$ cat config.mk
export PLATFORM = sky130hd
export DESIGN_NAME = mem_wb_stage
export DESIGN_NICKNAME = d
export VERILOG_FILES = /design/src/rtl/mem_wb_stage.sv
export SDC_FILE = /design/constraint.sdc
export NUM_CORES = 1
export LEC_CHECK = 0
export CAP_MARGIN = 20
export CELL_PAD_IN_SITES_DETAIL_PLACEMENT = 2
export CELL_PAD_IN_SITES_GLOBAL_PLACEMENT = 2
export CORE_MARGIN = 1
export CORE_UTILIZATION = 17
export DETAILED_ROUTE_END_ITERATION = 8
export PLACE_DENSITY_LB_ADDON = 0.1
export SYNTH_ARGS = -nofsm -noshare
export SYNTH_HDL_FRONTEND = slang
export SYNTH_SLANG_ARGS = --single-unit
$ cat constraint.sdc
create_clock -name clk -period 1.7 [get_ports clk]
set_clock_uncertainty 0.05 [all_clocks]
set_input_delay 0.34 -clock clk [delete_from_list [all_inputs] [get_ports clk]]
set_output_delay 0.34 -clock clk [all_outputs]
set_load 0.05 [all_outputs]
$ cat src/rtl/mem_wb_stage.sv
// Memory-access stage with MEM/WB register; handshake FSM stalls on wait states.
// Optional misaligned-access trap: define MEM_MISALIGN_TRAP_EN.
module mem_wb_stage #(
  parameter int ADDR_W = 32
) (
  input  logic              clk,
  input  logic              rst,
  input  logic [31:0]       mem_pc_to_reg,
  input  logic [31:0]       mem_alu_out,
  input  logic [31:0]       mem_rs2_data,
  input  logic [4:0]        mem_rd_addr,
  input  logic              mem_rdsrc,
  input  logic              mem_memread,
  input  logic [3:0]        mem_memwrite,
  input  logic              mem_memtoreg,
  input  logic              mem_regwrite,
  input  logic [2:0]        mem_ld_type,
  output logic              dm_req,
  output logic [3:0]        dm_we,
  output logic [ADDR_W-1:0] dm_addr,
  output logic [31:0]       dm_wdata,
  input  logic [31:0]       dm_rdata,
  input  logic              dm_ready,
  output logic              stall,
  output logic              misalign_err,
  output logic [4:0]        wb_rd_addr,
  output logic [31:0]       wb_rd_data,
  output logic              wb_regwrite
);

  typedef enum logic {
    IDLE = 1'b0,
    WAIT = 1'b1
  } state_t;

  state_t      state;
  state_t      state_nxt;
  logic        access;
  logic        mis;
  logic [4:0]  lane_sh;
  logic [31:0] sh;
  logic [31:0] load_data;
  logic [31:0] wb_sel;

  assign access  = mem_memread | (mem_memwrite != 4'hf);
  assign lane_sh = {mem_alu_out[1:0], 3'b000};

`ifdef MEM_MISALIGN_TRAP_EN
  // Size comes from funct3, which also encodes SB/SH/SW for stores.
  always_comb begin
    mis = 1'b0;
    if (access && state == IDLE) begin
      case (mem_ld_type[1:0])
        2'b01:   mis = mem_alu_out[0];
        2'b10:   mis = (mem_alu_out[1:0] != 2'b00);
        default: mis = 1'b0;
      endcase
    end
  end
`else
  assign mis = 1'b0;
`endif

  assign misalign_err = mis;

  // Handshake state register; reset abandons any outstanding request.
  always_ff @(posedge clk or posedge rst) begin
    if (rst) state <= IDLE;
    else     state <= state_nxt;
  end

  // Next state and request/stall generation.
  always_comb begin
    state_nxt = state;
    dm_req    = 1'b0;
    unique case (state)
      IDLE: begin
        dm_req = access & ~mis;
        if (access && !mis && !dm_ready)
          state_nxt = WAIT;
      end
      WAIT: begin
        dm_req = 1'b1;
        if (dm_ready)
          state_nxt = IDLE;
      end
      default: state_nxt = IDLE;
    endcase
  end

  assign stall    = dm_req & ~dm_ready;
  assign dm_we    = dm_req ? mem_memwrite : 4'hf;
  assign dm_addr  = mem_alu_out[ADDR_W-1:0];
  assign dm_wdata = mem_rs2_data << lane_sh;
  assign sh       = dm_rdata >> lane_sh;

  // Load lane extraction and sign/zero extension.
  always_comb begin
    load_data = dm_rdata;
    case (mem_ld_type)
      3'b000:  load_data = {{24{sh[7]}}, sh[7:0]};
      3'b001:  load_data = {{16{sh[15]}}, sh[15:0]};
      3'b100:  load_data = {24'h0, sh[7:0]};
      3'b101:  load_data = {16'h0, sh[15:0]};
      default: load_data = dm_rdata;
    endcase
  end

  // Writeback source select; PC value wins over load data.
  always_comb begin
    wb_sel = mem_alu_out;
    if (mem_rdsrc)         wb_sel = mem_pc_to_reg;
    else if (mem_memtoreg) wb_sel = load_data;
  end

  // MEM/WB register; stalls and trapped accesses insert a bubble.
  always_ff @(posedge clk or posedge rst) begin
    if (rst) begin
      wb_rd_addr  <= 5'd0;
      wb_rd_data  <= 32'd0;
      wb_regwrite <= 1'b0;
    end else if (stall || mis) begin
      wb_rd_addr  <= 5'd0;
      wb_rd_data  <= 32'd0;
      wb_regwrite <= 1'b0;
    end else begin
      wb_rd_addr  <= mem_rd_addr;
      wb_rd_data  <= wb_sel;
      wb_regwrite <= mem_regwrite;
    end
  end

endmodule
==> flow_metrics.env <==
export IMPL_status="finished, violations left"
export IMPL_violations="setup timing"
export IMPL_post_dp_hpwl_um=15400
export IMPL_total_power_mw=4.47
export IMPL_final_nets=808
export IMPL_ys_seq_elements=39
export IMPL_finalCritPeriodShare_pct=102
export IMPL_max_freq_ghz=0.579
export IMPL_htreeDepth=2
export IMPL_syn_num_nets=543
export IMPL_seq_area_frac_synth_pct=29.4
export IMPL_switchingPower_mw=1.77
export IMPL_drc_errors=0
export IMPL_worstPathMaxFanout=1
export IMPL_maxSlewViolCount=0
export IMPL_setup_slack_ns=-0.0277
export IMPL_yosysUniqueCellTypes=49
export IMPL_antenna_left=0
export IMPL_critical_path_max_stage_delay_ns=0.41
export IMPL_final_common_cell="clkdlybuf4s50_1"
export IMPL_end_kind="output port"
export IMPL_cts_buffers=5
export IMPL_drtPass1Iterations=5
export IMPL_powerDensity_nw_per_um2=569
export IMPL_gr_usage_all_layers_pct=19.2
export IMPL_start_util_pct=17.6
export IMPL_placed_cells=913
export IMPL_power_frac_clock_pct=21.2
export IMPL_grt_max_degree=40
export IMPL_clockRootBuffer="clkbuf_16"
export IMPL_p_int_mw=2.70
export IMPL_synth_edff_count=0
export IMPL_post_route_min_period_ns=1.73
export IMPL_fp_dieW_um=142
export IMPL_gr_total_overflow=0
export IMPL_wirelength_um=19400
export IMPL_grt_pass1_wl_um=28600
export IMPL_finalNonFillerCells=923
export IMPL_io_buffers=254
export IMPL_num_rows=50
export IMPL_cts_sinks=39
export IMPL_synthArstFlopShare_pct=100
export IMPL_maxCapViolCount=0
export IMPL_postCtsHoldBufs=0
export IMPL_clkTransAtPathRegs_ns=0.06
export IMPL_syn_area_per_cell_um2=8.38
export IMPL_setup_viol=1
export IMPL_critPathKind="input port to output port"
export IMPL_power_share_sequential_pct=22.7
export IMPL_required_ns=1.31
export IMPL_leakagePower_nw=3.29
export IMPL_syn_area_um2=3320
export IMPL_layout_drive_gt1_share_pct=44.0
export IMPL_synthCells=396
export IMPL_grt_pass1_vias=4784
export IMPL_gp_congestion=0.754
export IMPL_worst_path_max_delay_cell="clkdlybuf4s50_1"
export IMPL_die_h_um=142
export IMPL_cts_tree="yes"
export IMPL_hold_class="input port to async pin"
export IMPL_cp_start_kind="input port"
export IMPL_yosysWarnings=0
export IMPL_max_vdd_ir_drop_mv=0.353
export IMPL_area_growth_synth_to_final_pct=137
export IMPL_hold_violations=0
export IMPL_crit_chain="clkdlybuf4s50_1 > nor2b_4 > a211oi_4 > a21oi_4 > buf_6"
export IMPL_ys_flop_type="dfrtp_1"
export IMPL_clk_latency_ns=0.29
export IMPL_pwr_share_comb_pct=56.0
export IMPL_drtIter0Drc=141
export IMPL_clk_path_buf_depth=2
export IMPL_antenna_found_initial=2
export IMPL_core_area_um2=18900
export IMPL_vias=4191
export IMPL_io_pins=256
export IMPL_layout_common_cells="clkdlybuf4s50_1, buf_4, buf_12"
export IMPL_p_sw_share_pct=39.6
export IMPL_wl_per_cell_um=21.0
export IMPL_vias_per_cell=4.54
export IMPL_rsz0062_at_grt="yes"
export IMPL_die_area_um2=20100
export IMPL_arrival_ns=1.34
==> layout make-up <==
cell class	instances	area [µm²]
multi-input combinational	278	2500
timing repair buffer	330	3890
clock inverter	2	13.8
sequential	39	976
clock buffer	5	125
tap	260	325
antenna	2	5.00
fill	1966	11000
inverter	7	32.5
==> final timing paths <==
check / from / cells past startpoint / endpoint / slack, ns
min in group clk: mem_rdsrc / 4 / wb_rd_data[14] / 0.44
max reg2reg: state / 7 / wb_rd_data[18] / 0.11
min: rst / 3 / wb_rd_addr[0] / 0.35
min reg2reg: state / 6 / wb_rd_data[7] / 0.87
max: mem_rs2_data[26] / 5 / dm_wdata[26] / -0.03
max in group asynchronous: rst / 3 / wb_rd_addr[3] / 1.03
==> stage by stage <==
stage | hold WS [ns] | area [µm²] | utilization [%] | setup TNS (ns) | setup WS [ns]
after floorplan | 0.428 | 3720 | - | -8.07 | -0.319
after global placement | 0.666 | 7270 | 38.5 | -11.31 | -0.323
after detailed placement | 0.680 | 7270 | 38.5 | -13.29 | -0.415
after CTS | 0.365 | 7790 | 41.2 | -0.0374 | -0.0184
after global routing | 0.382 | 7870 | 41.6 | -0.171 | -0.0547
final | 0.355 | 7870 | 41.6 | -0.0277 | -0.0277
==> cell usage after synthesis (all sizes together) (5+ instances only) <==
| library cell | n | share of area, % |
|---|---|---|
| buf | 53 | 11 |
| o21a | 6 | 1.4 |
| a211oi | 15 | 3.4 |
| nand2 | 47 | 5.3 |
| and2 | 10 | 1.9 |
| o21ai | 28 | 4.2 |
| nand2b | 7 | 1.3 |
| dfrtp | 39 | 29 |
| mux2i | 23 | 6.9 |
| nor2 | 15 | 1.7 |
| mux2 | 6 | 2.0 |
| a222oi | 6 | 1.8 |
| inv | 7 | 0.79 |
| nor2b | 19 | 3.6 |
| nor4b | 13 | 5.3 |
| o22ai | 19 | 3.6 |
| nand3b | 5 | 1.1 |
| clkbuf | 19 | 2.2 |
| a21oi | 18 | 2.7 |
==> power by group through the flow <==
stage / clock (mW) / combinational [mW] / sequential, mW
final: 0.949 / 2.51 / 1.02
after global routing: 1.02 / 2.62 / 1.02
after floorplan: 0 / 0.989 / 1.27
after CTS: 0.996 / 2.51 / 1.02
after global placement: 0 / 2.36 / 1.03
after detailed placement: 0 / 2.39 / 1.04
==> flip-flops by register name (all words and copies together), names as in the netlist <==
name	flops
wb_rd_data	32
wb_rd_addr	5
state	1
wb_regwrite	1
==> kinds of logic (layout without fill, tap and decap cells) <==
| logic type | Yosys count | after routing | share of synthesized area (%) |
|---|---|---|---|
| other cells | 1 | 3 | 0.113 |
| mux | 29 | 29 | 8.98 |
| flops | 39 | 39 | 29.4 |
| compound gates | 123 | 123 | 25.7 |
| simple gates | 125 | 125 | 22.1 |
| buf+inv | 79 | 344 | 13.7 |
==> critical path, delay by kind of cell <==
kind,cells,cell delay [ns]
simple gates,1,0.14
compound gates,2,0.29
buf+inv,2,0.57
==> layer usage <==
metal | share of wire, % | track usage (%)
met1 | 40 | 22.5
met2 | 53 | 35.2
met3 | 6.2 | 4.15
met4 | 1.4 | 4.64
met5 | 0 | 0
==> timing repair <==
item	CTS	global route
pin swaps	13	6
endpoints found under the setup margin	38	31
setup buffers	2	1
resized for setup	96	11
gates cloned	3	1
Power figures use the tool's default switching activity.
